[src/rtl/stack_memory.sv]
// stack_memory: 4-entry LIFO driven by debounced-release push/pop buttons.
// Ports: clk, rst (async high), push/pop (raw buttons), din, clr_flags;
//   dout/A1/A0 (registered top), count, E (non-empty), F (full),
//   O/U (sticky overflow/underflow).
module stack_memory #(
   parameter int WIDTH = 4
) (
   input  logic             clk,
   input  logic             rst,
   input  logic             push,
   input  logic             pop,
   input  logic [WIDTH-1:0] din,
   input  logic             clr_flags,
   output logic [WIDTH-1:0] dout,
   output logic             A1,
   output logic             A0,
   output logic [2:0]       count,
   output logic             E,
   output logic             F,
   output logic             O,
   output logic             U
);

   logic [1:0]       push_sync;
   logic [1:0]       pop_sync;
   logic             push_hist;
   logic             pop_hist;
   logic             push_ev;
   logic             pop_ev;
   logic             do_push;
   logic             do_pop;
   logic             set_o;
   logic             set_u;
   logic [1:0]       top;
   logic [1:0]       idx_m2;
   logic [WIDTH-1:0] mem [4];

   // Event fires on the cycle the synchronized level falls (button release).
   always_ff @(posedge clk or posedge rst) begin
      if (rst) begin
         push_sync <= '0;
         pop_sync  <= '0;
         push_hist <= 1'b0;
         pop_hist  <= 1'b0;
      end else begin
         push_sync <= {push_sync[0], push};
         pop_sync  <= {pop_sync[0], pop};
         push_hist <= push_sync[1];
         pop_hist  <= pop_sync[1];
      end
   end

   assign push_ev = ~push_sync[1] & push_hist;
   assign pop_ev  = ~pop_sync[1] & pop_hist;

   // Simultaneous events cancel each other completely.
   assign do_push = push_ev & ~pop_ev;
   assign do_pop  = pop_ev & ~push_ev;
   assign set_o   = do_push & count[2];
   assign set_u   = do_pop & (count == 3'd0);

   // Entry below the current top, valid when count is 2..4.
   assign idx_m2 = count[1:0] - 2'd2;

   always_ff @(posedge clk or posedge rst) begin
      if (rst) begin
         for (int i = 0; i < 4; i++) mem[i] <= '0;
         count <= '0;
         dout  <= '0;
         top   <= '0;
         O     <= 1'b0;
         U     <= 1'b0;
      end else begin
         if (do_push && !count[2]) begin
            mem[count[1:0]] <= din;
            count <= count + 3'd1;
            dout  <= din;
            top   <= count[1:0];
         end else if (do_pop && count != 3'd0) begin
            count <= count - 3'd1;
            if (count == 3'd1) begin
               dout <= '0;
               top  <= 2'd0;
            end else begin
               dout <= mem[idx_m2];
               top  <= idx_m2;
            end
         end
         // A set in the same cycle as a clear takes priority.
         O <= set_o | (O & ~clr_flags);
         U <= set_u | (U & ~clr_flags);
      end
   end

   assign A1 = top[1];
   assign A0 = top[0];
   assign E  = (count != 3'd0);
   assign F  = count[2];

endmodule

[config.mk]
export PLATFORM = sky130hd
export DESIGN_NAME = stack_memory
export DESIGN_NICKNAME = d
export VERILOG_FILES = /design/src/rtl/stack_memory.sv
export SDC_FILE = /design/constraint.sdc
export NUM_CORES = 1
export LEC_CHECK = 0
export ABC_AREA = 1
export CAP_MARGIN = 25
export CORE_MARGIN = 5
export CORE_UTILIZATION = 30
export CTS_BUF_LIST = sky130_fd_sc_hd__clkbuf_16
export DETAILED_ROUTE_END_ITERATION = 12
export HOLD_SLACK_MARGIN = 0.1
export PLACE_DENSITY = 0.53
export SETUP_SLACK_MARGIN = 0.05
export SYNTH_ARGS = -nofsm -noshare
export SYNTH_HDL_FRONTEND = slang
export SYNTH_SLANG_ARGS = --single-unit
export TNS_END_PERCENT = 30
[constraint.sdc]
create_clock -name clk -period 3.5 [get_ports clk]
set_input_delay 0.7 -clock clk [delete_from_list [all_inputs] [get_ports clk]]
set_output_delay 0.7 -clock clk [all_outputs]
set_load 0.005 [all_outputs]
==> flow_summary.toml, run 1 <==
[cells_and_area]
layoutNonFillerInstCount = 279
finish.utilization = 0.394
fin_nets = 222
diodes = 0
drive_gt1_frac = 0.100
area_delta_synth_final_pct = 27.3
nFillCells = 542

[critical_path]
setup.reg_to_reg.worst_slack_ns = 1.63
reg2reg_to = "dout[3]"
critPathBufInv = 2
required_ns = 2.80
critical-path-top-delay-family = "buffers and inverters"
crit_path_arrival_time_ns = 2.08
nature_of_the_critical_path_startpoint = "flip-flop"
crit_path_max_incr_delay_ns = 0.60
critical_path.slowest_cell = "sky130_fd_sc_hd__dfrtp_1"
cp.depth = 4
timing.critical_path.fanout_max = 14
path_class = "flip-flop to output pin"
crit_path_cell_chain = "inv_1 -> ha_1 -> nand2_4 -> clkdlybuf4s50_1"
worstReg2RegStart = "count[0]"
endpoint_kind = "output pin"
startpoint = "count[0]"
number_of_cells_traversed_by_the_worst_register_to_register_path = 7

[die]
fp-row-count = 26
ios = 22
floorplan.die.height_um = 82.6
horizontal_extent_of_the_die_um = 82.6
core_area_um2 = 5110
floorplan.die_area_um2 = 6820
start_util = 0.309

[clock_network]
clock_input_transition_at_the_sequential_cells_of_the_worst_setup_and_hold_paths_ns = 0.05
cts_hold_buffers = 0
post_cts.resized_instances = 0
numClockSinks = 33
cts.repair_timing.setup_buffer_count = 0
cts_tree = "built"
cts_buffers = 5
clockBufferDepth = 2
ctsRootBufferMaster = "sky130_fd_sc_hd__clkbuf_16"
htree_levels = 2
clk_latency_ns = 0.28

[routing]
drt_wl_total_um = 3330
detail_route.wl_per_cell_um = 11.9
detailedRoute.firstPassIterationCount = 3
route.detailed.drc = 0
via_count = 1195
viasPerCell = 4.28
antenna_left = 0
drt_iter0_markers = 38

[placed_design]
place.port_buffers = 21
dp_cells = 271
place_congestion = 0.742
dp.final_hpwl_um = 2480
dp_slack_ns = 1.01

[synth]
synth-compound-area-share = 0.0926
synth_top_cells_by_count = "sky130_fd_sc_hd__nand2_1, sky130_fd_sc_hd__dfrtp_1, sky130_fd_sc_hd__inv_1"
yosys.area.top_type_share = 0.523
most_frequently_used_flop_master_after_synthesis = "sky130_fd_sc_hd__dfrtp_1"
synth.area.mux_share = 0
synth_most_common_cell = "sky130_fd_sc_hd__nand2_1"
seq_total_area_yosys = 0.523
synth.net_count = 195
yosysUniqueCellTypes = 22
postSynthCellCount = 181
async_flop_share = 1.00
total_of_warnings_raised_by_yosys = 0
synth-seq-cells = 33
mean_syn_cell_area_um2 = 8.73
post-synth-top-area-cell = "sky130_fd_sc_hd__dfrtp_1"
count_of_flip_flops_with_a_built_in_enable_after_synthesis = 0
synth.top_cells.by_area = "sky130_fd_sc_hd__dfrtp_1, sky130_fd_sc_hd__nand2_1, sky130_fd_sc_hd__inv_1"
mappedNetlistArea_um2 = 1580
synth-adder-area-share = 0.0396
synth-xor-area-share = 0.0111
synth_simple_gate_area_share = 0.271
synth_top_family_by_area = "simple AND/OR/NAND/NOR gates"

[global_route]
grt_max_degree = 34
grt_pass1_wl_um = 5600
grt.total_usage = 0.114
grtUsageMet3 = 0.0390
grt_use_met2 = 0.171
grt-busiest-layer = "met2"
gr_util_met1 = 0.146
initial_antenna_violation_count = 0
grt_pass1_vias = 1132
final_global_route_overflow_total = 0

[sta]
final_max_slew_violation_count = 0
setup_ws_ns = 0.721
fin_crit_ns = 2.78
setup_viol = 0
timing.final.hold_violations = 0
max_clock_freq_mhz = 360
setup_repair_after_global_routing_missed_its_margin = "no"
timing_worst_slew_pin_value_ns = 0.424
timing.hold.ws_ns = 0.344
finalSetupTns_ns = 0
maxSlewHeadroom = 0.717
min_period_over_period = 0.794
clock_skew_ns = 0.00320

[pwr]
power_density_nw_per_um2 = 840
static_power_due_to_leakage_uw = 0.00101
ir_drop_mv = 0.239

[hold_path]
min_delay_worst_endpoint = "push_sync[1]"
holdCritStartpoint = "push_sync[0]"
hold_class = "flip-flop to flip-flop"
hold_critical_path_depth = 0

[status]
status = "complete, no violations"

[run]
drv.max_cap_violation_count = 0
[area by class of cell]
type	instances	area [µm²]	area share
Clock buffer	5	125	0.0622
Timing Repair Buffer	22	218	0.108
Tap cell	70	87.6	0.0435
Sequential cell	33	826	0.410
Clock inverter	3	13.8	0.00684
Multi-Input combinational cell	124	654	0.325
Inverter	22	87.6	0.0435
[layer usage]
metal / vias up / share of wire
met5: - / 0
met4: 0 / 0.017
met3: 5 / 0.027
met2: 13 / 0.46
met1: 551 / 0.49
li1: 626 / -
[where the power goes]
group,internal [µW],switching [µW]
logic,298,324
clock network,258,154
registers,535,122
[logic make-up after synthesis]
logic type	count (synthesis)
fa+ha+maj	5
compound gates	29
simple gates	88
buf+inv	24
flops	33
xor+xnor	2
[flip-flops by register name, indices dropped and copies added, names as in the netlist]
| name | flops |
|---|---|
| mem | 16 |
| dout | 4 |
| count | 3 |
| pop_sync | 2 |
| push_sync | 2 |
| top | 2 |
| O | 1 |
| U | 1 |
| pop_hist | 1 |
| push_hist | 1 |
[metrics by stage]
step	instance area [µm²]	power (µW)
6_report	2010	1690
5_1_grt	2010	1840
4_1_cts	2010	1710
3_5_place_dp	1870	1290
3_3_place_gp	1870	1290
2_1_floorplan	1580	1050
[how the worst max path moves through the flow]
stage | slack (ns) | to
final | 0.72 | E
after global routing | 0.60 | E
after CTS | 0.71 | E
after detailed placement | 1.01 | E
after global placement | 1.07 | E
after floorplan | 1.80 | E
[cells in the final DEF, fill, tap and decap left out, drive strengths merged]
master | netlist | final
a21oi | 1 | 1
buf | 2 | 1
clkbuf | 0 | 5
clkdlybuf4s50 | 0 | 21
clkinv | 1 | 3
dfrtp | 33 | 33
ha | 5 | 5
inv | 21 | 22
nand2 | 57 | 57
nand3 | 9 | 9
nand4 | 2 | 2
nor2 | 20 | 20
o21ai | 27 | 27
o22ai | 1 | 1
xor2 | 2 | 2
No activity file was read; power rests on OpenSTA's default activity.
==> inputs of run 2 (changes only) <==
clock period = 2.75 ns   (was 3.5 ns; I/O delays follow)
==> run 2 against run 1 <==
Clock skew is essentially flat. Via count down 2.7%. Sequential power increased by 24%. Total power increased by 28%. Highest routed layer unchanged. Clock power is 26% higher. Setup slack got worse by 0.43 ns. Hold slack improved by 0.0021 ns. First-iteration DRC count is 45% higher. Combinational power increased by 33%. Sequential share of layout area shrank 0.15 points.
==> flow_summary.toml, run 2 (same netlist as run 1, synthesis figures left out) <==
[die]
floorplan.die_area_um2 = 6820
floorplan.die.height_um = 82.6
core_area_um2 = 5110
start_util = 0.309
ios = 22
fp-row-count = 26
horizontal_extent_of_the_die_um = 82.6

[clock_network]
clockBufferDepth = 2
clk_latency_ns = 0.27
htree_levels = 2
numClockSinks = 33
cts_tree = "built"
cts.repair_timing.setup_buffer_count = 0
post_cts.resized_instances = 0
cts_buffers = 5
ctsRootBufferMaster = "sky130_fd_sc_hd__clkbuf_16"
clock_input_transition_at_the_sequential_cells_of_the_worst_setup_and_hold_paths_ns = 0.05
cts_hold_buffers = 0

[cells_and_area]
layout_top_registers = "mem: 16 flops, dout: 4 flops, count: 3 flops"
number_of_flip_flops_under_the_largest_register_name = 16
largest-register = "mem"
layoutNonFillerInstCount = 280
fin_nets = 223
mostFrequentLayoutCell = "sky130_fd_sc_hd__nand2_1"
most-common-layout-cells = "sky130_fd_sc_hd__nand2_1, sky130_fd_sc_hd__dfrtp_1, sky130_fd_sc_hd__inv_1, sky130_fd_sc_hd__clkdlybuf4s50_1, sky130_fd_sc_hd__nor2_1"
stdcell_area_um2 = 2020
diodes = 0
area_delta_synth_final_pct = 27.8
drive_gt1_frac = 0.105
nFillCells = 537

[routing]
drt_wl_total_um = 3370
viasPerCell = 4.15
detail_route.wl_per_cell_um = 12.0
antenna_left = 0
route.detailed.drc = 0
detailedRoute.firstPassIterationCount = 4
via_count = 1163
drt_iter0_markers = 55

[sta]
timing.final.hold_violations = 0
maxSlewHeadroom = 0.728
timing_worst_slew_pin_value_ns = 0.408
fin_crit_ns = 2.45
final_max_slew_violation_count = 0
min_period_over_period = 0.893
finalSetupTns_ns = 0
timing.hold.ws_ns = 0.346
max_clock_freq_mhz = 407
setup_viol = 0
setup_repair_after_global_routing_missed_its_margin = "no"
clock_skew_ns = 0.00328

[pwr]
fin_total_pwr_uw = 2160
static_power_due_to_leakage_uw = 0.00101
ir_drop_mv = 0.334
power_density_nw_per_um2 = 1070

[critical_path]
endpoint_kind = "output pin"
timing.critical_path.fanout_max = 10
nature_of_the_critical_path_startpoint = "flip-flop"
crit_path_arrival_time_ns = 1.90
path_class = "flip-flop to output pin"
required_ns = 2.20

[global_route]
final_global_route_overflow_total = 0
grt_max_degree = 34
initial_antenna_violation_count = 0
grt_pass1_wl_um = 5850
grt_pass1_vias = 1167
grt.total_usage = 0.116

[placed_design]
place.port_buffers = 21
dpl_cell_area_um2 = 1880
dp.final_hpwl_um = 2470
dp_cells = 272
place_congestion = 0.804

[hold_path]
hold_class = "flip-flop to flip-flop"

[status]
status = "complete, no violations"

[run]
drv.max_cap_violation_count = 0
run 2: changes by cell type in the layout (fill, tap and decap cells not counted):
cell	previous run	this run
sky130_fd_sc_hd__buf_4	1	2
run 2: per-layer routing:
layer  vias up  share of wire  GRT usage
met5         -              0          0
met4         0          0.018     0.0441
met3         5          0.031     0.0325
met1       523           0.49      0.154
met2        13           0.46      0.177
li1        622              -          -
run 2: path summary, 6_finish.rpt:
path / start / end / slack (ns) / cells past startpoint
max in group asynchronous: rst / dout[1] / 1.78 / 3
worst min-delay path: push_sync[0] / push_sync[1] / 0.35 / 0
worst min register to register: push_sync[0] / push_sync[1] / 0.35 / 0
worst max-delay path: count[1] / E / 0.30 / 4
min in group asynchronous: rst / push_sync[1] / 0.67 / 3
worst max register to register: count[1] / dout[3] / 1.02 / 7
run 2: cell type report:
class / count / area (µm²) / area share
flip-flops and latches: 33 / 826 / 0.409
multi-input cells: 124 / 654 / 0.324
repair buffers: 23 / 225 / 0.112
clock buffers: 5 / 125 / 0.0620
inverters: 22 / 87.6 / 0.0434
well taps: 70 / 87.6 / 0.0434
clock inverters: 3 / 13.8 / 0.00682
run 2: through the flow:
| step | utilization | setup WS (ns) |
|---|---|---|
| global route | 0.395 | 0.192 |
| global placement | 0.368 | 0.629 |
| detailed placement | 0.368 | 0.583 |
| CTS | 0.395 | 0.273 |
| floorplan | - | 1.20 |
| finish | 0.395 | 0.295 |
run 2: critical path, stage by stage (launching register included):
cell and delay (ns):
sky130_fd_sc_hd__dfrtp_1 0.51, sky130_fd_sc_hd__inv_1 0.21, sky130_fd_sc_hd__ha_1 0.30, sky130_fd_sc_hd__nand2_4 0.11
sky130_fd_sc_hd__clkdlybuf4s50_1 0.50
run 2: report_power, final:
part | switching, µW | total [µW] | leakage, µW | internal [µW]
Clock | 190 | 518 | 0.0000748 | 328
Sequential | 133 | 815 | 0.000398 | 682
Combinational | 438 | 828 | 0.000542 | 390
==> inputs of run 3 (changes only) <==
TNS_END_PERCENT = 10   (was 30)
==> results of run 3 <==
Final layout, timing and power as in run 2 (identical DEF).
